==> src/rtl/add_pkg.sv <==
// Shared parameters and helpers for the registered adder slice.
package add_pkg;

    localparam int DEF_WIDTH     = 8;
    localparam int DEF_CLA_BLOCK = 4;

    function automatic int group_count(input int width, input int block);
        return (width + block - 1) / block;
    endfunction

endpackage

==> src/rtl/reg_adder_cla_core.sv <==
// Combinational block carry-lookahead adder, cin tied to 0.
module reg_adder_cla_core
    import add_pkg::*;
#(
    parameter int WIDTH     = DEF_WIDTH,
    parameter int CLA_BLOCK = DEF_CLA_BLOCK
) (
    input  logic [WIDTH-1:0] a,
    input  logic [WIDTH-1:0] b,
    output logic [WIDTH-1:0] sum,
    output logic             cout
);

    localparam int NG = group_count(WIDTH, CLA_BLOCK);

    // Fully expanded in-group carries: c[j] = OR of every generate
    // chained through the propagates above it, plus cin through all of them.
    function automatic logic [CLA_BLOCK:0] expand(
        input logic [CLA_BLOCK-1:0] g,
        input logic [CLA_BLOCK-1:0] p,
        input logic                 cin
    );
        logic [CLA_BLOCK:0] c;
        logic               term;
        c    = '0;
        c[0] = cin;
        for (int j = 1; j <= CLA_BLOCK; j++) begin
            term = cin;
            for (int m = 0; m < j; m++) term = term & p[m];
            c[j] = term;
            for (int m = 0; m < j; m++) begin
                term = g[m];
                for (int k = m + 1; k < j; k++) term = term & p[k];
                c[j] = c[j] | term;
            end
        end
        return c;
    endfunction

    logic [WIDTH-1:0] g_bit;
    logic [WIDTH-1:0] p_bit;
    logic [NG:0]      c_grp;

    assign g_bit    = a & b;
    assign p_bit    = a ^ b;
    assign c_grp[0] = 1'b0;
    assign cout     = c_grp[NG];

    for (genvar k = 0; k < NG; k++) begin : g_grp
        localparam int LO = k * CLA_BLOCK;
        localparam int SZ = (WIDTH - LO < CLA_BLOCK) ? WIDTH - LO : CLA_BLOCK;

        logic [CLA_BLOCK-1:0] gb;
        logic [CLA_BLOCK-1:0] pb;
        logic [CLA_BLOCK:0]   c_gen;
        logic [CLA_BLOCK:0]   c_in;
        logic                 grp_g;
        logic                 grp_p;

        // Partial last group: unused lanes read as kill (g=0, p=0).
        for (genvar j = 0; j < CLA_BLOCK; j++) begin : g_lane
            if (j < SZ) begin : g_live
                assign gb[j] = g_bit[LO+j];
                assign pb[j] = p_bit[LO+j];
            end else begin : g_pad
                assign gb[j] = 1'b0;
                assign pb[j] = 1'b0;
            end
        end

        assign c_gen        = expand(gb, pb, 1'b0);
        assign grp_g        = c_gen[SZ];
        assign grp_p        = &pb[SZ-1:0];
        assign c_grp[k+1]   = grp_g | (grp_p & c_grp[k]);
        assign c_in         = expand(gb, pb, c_grp[k]);

        for (genvar j = 0; j < SZ; j++) begin : g_sum
            assign sum[LO+j] = pb[j] ^ c_in[j];
        end
    end

endmodule

==> src/rtl/reg_adder.sv <==
// Single-stage registered unsigned adder: out = in0 + in1 one cycle later.
module reg_adder
    import add_pkg::*;
#(
    parameter int WIDTH     = DEF_WIDTH,
    parameter int CLA_BLOCK = DEF_CLA_BLOCK
) (
    input  logic             clock,
    input  logic             reset_n,
    input  logic [WIDTH-1:0] in0,
    input  logic [WIDTH-1:0] in1,
    output logic [WIDTH-1:0] out
);

    logic [WIDTH-1:0] sum;
    logic             cout_unused;
    logic [WIDTH-1:0] out_d;
    logic [WIDTH-1:0] out_q;

    reg_adder_cla_core #(
        .WIDTH     (WIDTH),
        .CLA_BLOCK (CLA_BLOCK)
    ) u_core (
        .a    (in0),
        .b    (in1),
        .sum  (sum),
        .cout (cout_unused)
    );

    always_comb begin
        out_d = sum;
    end

    always_ff @(posedge clock or negedge reset_n) begin
        if (!reset_n) out_q <= '0;
        else          out_q <= out_d;
    end

    assign out = out_q;

endmodule

==> config.mk <==
export PLATFORM = sky130hd
export DESIGN_NAME = reg_adder
export DESIGN_NICKNAME = d
export VERILOG_FILES = /design/src/rtl/add_pkg.sv /design/src/rtl/reg_adder_cla_core.sv /design/src/rtl/reg_adder.sv
export SDC_FILE = /design/constraint.sdc
export NUM_CORES = 1
export LEC_CHECK = 0
export BUFFER_PORTS_ARGS = -buffer_cell sky130_fd_sc_hd__buf_2
export CORE_AREA = 2 2 39 41
export DETAILED_ROUTE_END_ITERATION = 8
export DIE_AREA = 0 0 41 43
export HOLD_SLACK_MARGIN = 0.08
export PLACE_DENSITY = 0.68
export SETUP_SLACK_MARGIN = 0.15
export SYNTH_ARGS = -nofsm -noshare
export SYNTH_HDL_FRONTEND = slang
export SYNTH_SLANG_ARGS = --single-unit
==> constraint.sdc <==
create_clock -name clock -period 0.8 [get_ports clock]
set_input_delay 0.16 -clock clock [delete_from_list [all_inputs] [get_ports clock]]
set_output_delay 0.16 -clock clock [all_outputs]
set_load 0.02 [all_outputs]
==> results.cfg <==
[floorplan]
die_h_um = 43
dieArea_um2 = 1760
design.core.area_um2 = 1380
ioPinCount = 26
die_w_um = 41
start_util_pct = 33.3
fp-row-count = 14

[sta]
slew_headroom_pct = 88.5
fmax_mhz = 686
setup_viol = 15
rsz0062_at_grt = yes
min_period_over_period_pct = 182
maxSlewViolCount = 0
worst_slew_pin_slew_ns = 0.171
min_period_ns = 1.46
final_hold_viol_count = 0
finalWorstSetupSlack_ns = -0.657
fin_hold_ws_ns = 0.135

[placement]
routabilityCongestion = 0.705
portBuffers = 25

[critical_path]
cp-start-kind = input pin
required_ns = 0.92
max_stage_delay_ns = 0.23
path_class = input pin to flip-flop
crit_buf_inv = 1
cp-end-kind = flip-flop
cp_max_fo = 2
crit_chain = buf_8 > ha_4 > ha_4 > o21a_1 > o21ai_1 > nand2b_1 > ha_2 > o211ai_1 > nand2_1 > xnor2_1
slowest_stage = ha_4
crit_top_cell = ha_4
path_delay_family = adder cells
cp.arrival_ns = 1.58

[drt]
drc_errors = 0
wl_per_cell_um = 8.92
drtPass1Iterations = 3
first_iter_violations = 1
ant_nets = 0
via_per_inst = 4.27
vias = 384
totalWireLength_um = 803

[layout]
fin_nets = 105
largest_reg_flops = 8
drive_above_1_share_pct = 62.2
syn2layout_area_growth_pct = 85.6
final_cell_mix = buf_6 (13), buf_2 (13), buf_4 (9)
antenna_cells = 0

[global_route]
grt_pass1_wl_mm = 1.35
grtUsageTotal_pct = 11.8
grt_start_max_net_pins = 9
antenna_found_initial = 0
grt_overflow = 0
first_global_vias = 334

[cts]
clkSinkCount = 8
cts_buffers = 3
cts_buffer_depth = 2
cts_tree = yes
clk_pin_slew_ns = 0.05
cts_root_buf = clkbuf_4
cts_htree_levels = 1

[pwr]
p_per_area_nw_per_um2 = 1600
ir_drop_v = 0.000700
p_total_mw = 1.36
p_leak_nw = 0.415

[synthesis]
synthCells = 34
ys_types = 12
synth_nets = 63
syn_area_per_cell_um2 = 13.5
netlist_area_um2 = 460
ys_ff_latch = 8
ys.warnings.count = 0
synth-seq-area-share_pct = 43.5

[run]
cap_violations = 0

[outcome]
status = finished with violations
violations = setup timing

[worst_hold_path]
hp-class = input pin to flip-flop
==> per-stage QoR <==
step | cell area, um2 | setup TNS (ns) | setup WS (ns) | util (%) | cells
6_report | 855 | -3.46 | -0.657 | 61.8 | 90
5_1_grt | 855 | -4.03 | -0.739 | 61.8 | 90
4_1_cts | 843 | -3.54 | -0.666 | 60.9 | 89
3_5_place_dp | 723 | -4.82 | -0.991 | 52.3 | 85
3_3_place_gp | 723 | -4.69 | -0.975 | 52.3 | 85
2_1_floorplan | 503 | -3.39 | -0.778 | - | 34
==> path summary, 6_finish.rpt <==
path	start	end	slack [ns]	cells after the start
worst max-delay path	in1[1]	out[7]$_DFF_PN0_	-0.66	10
worst min-delay path	in0[0]	out[0]$_DFF_PN0_	0.14	2
max in group asynchronous	reset_n	out[1]$_DFF_PN0_	0.35	2
min in group asynchronous	reset_n	out[5]$_DFF_PN0_	0.29	2
==> cell families (layout without fill, tap and decap cells) <==
family / after synthesis / in the layout / synth area share [%]
buf+inv: 0 / 40 / 0
compound gates: 5 / 5 / 7.06
xor+xnor: 6 / 6 / 11.4
simple gates: 4 / 4 / 4.89
fa+ha+maj: 11 / 11 / 33.2
flops: 8 / 8 / 43.5
==> cell type report <==
type / instances / area [um2]
Clock buffer: 3 / 22.5
Sequential cell: 8 / 200
Tap cell: 16 / 20.0
Multi-Input combinational cell: 26 / 308
Timing Repair Buffer: 37 / 304
Fill cell: 117 / 529
==> cells in the mapped netlist, drive strengths merged <==
master  n  area, um2
dfrtp   8        200
o21a    2       15.0
a21oi   1       5.00
xnor2   4       35.0
xor2    2       17.5
nand2   1       3.75
ha      9        113
fa      2       40.0
nand2b  1       6.26
o211ai  1       7.51
o21ai   1       5.00
nor2    2       12.5
==> layer usage <==
metal / global-route usage (%) / vias up / wire length, um
li1: - / 199 / -
met5: 0 / - / 0
met1: 12.2 / 168 / 285
met3: 0 / 2 / 38
met4: 12.0 / 0 / 30
met2: 19.4 / 15 / 449
==> timing repair <==
| action | in CTS | in global routing |
|---|---|---|
| pin swaps | 10 | 4 |
| hold endpoints to repair | 8 | 0 |
| hold buffers | 1 | 0 |
| endpoints found under the setup margin | 15 | 15 |
| gates resized for setup | 24 | 1 |
| setup buffers | 0 | 1 |
==> where the power goes <==
part           internal, mW  switching, mW  total [mW]  leakage, nW
combinational         0.328          0.244       0.572        0.308
clock                 0.170          0.110       0.280       0.0138
sequential            0.481         0.0310       0.512       0.0932
(Power assumes the default switching activity.)
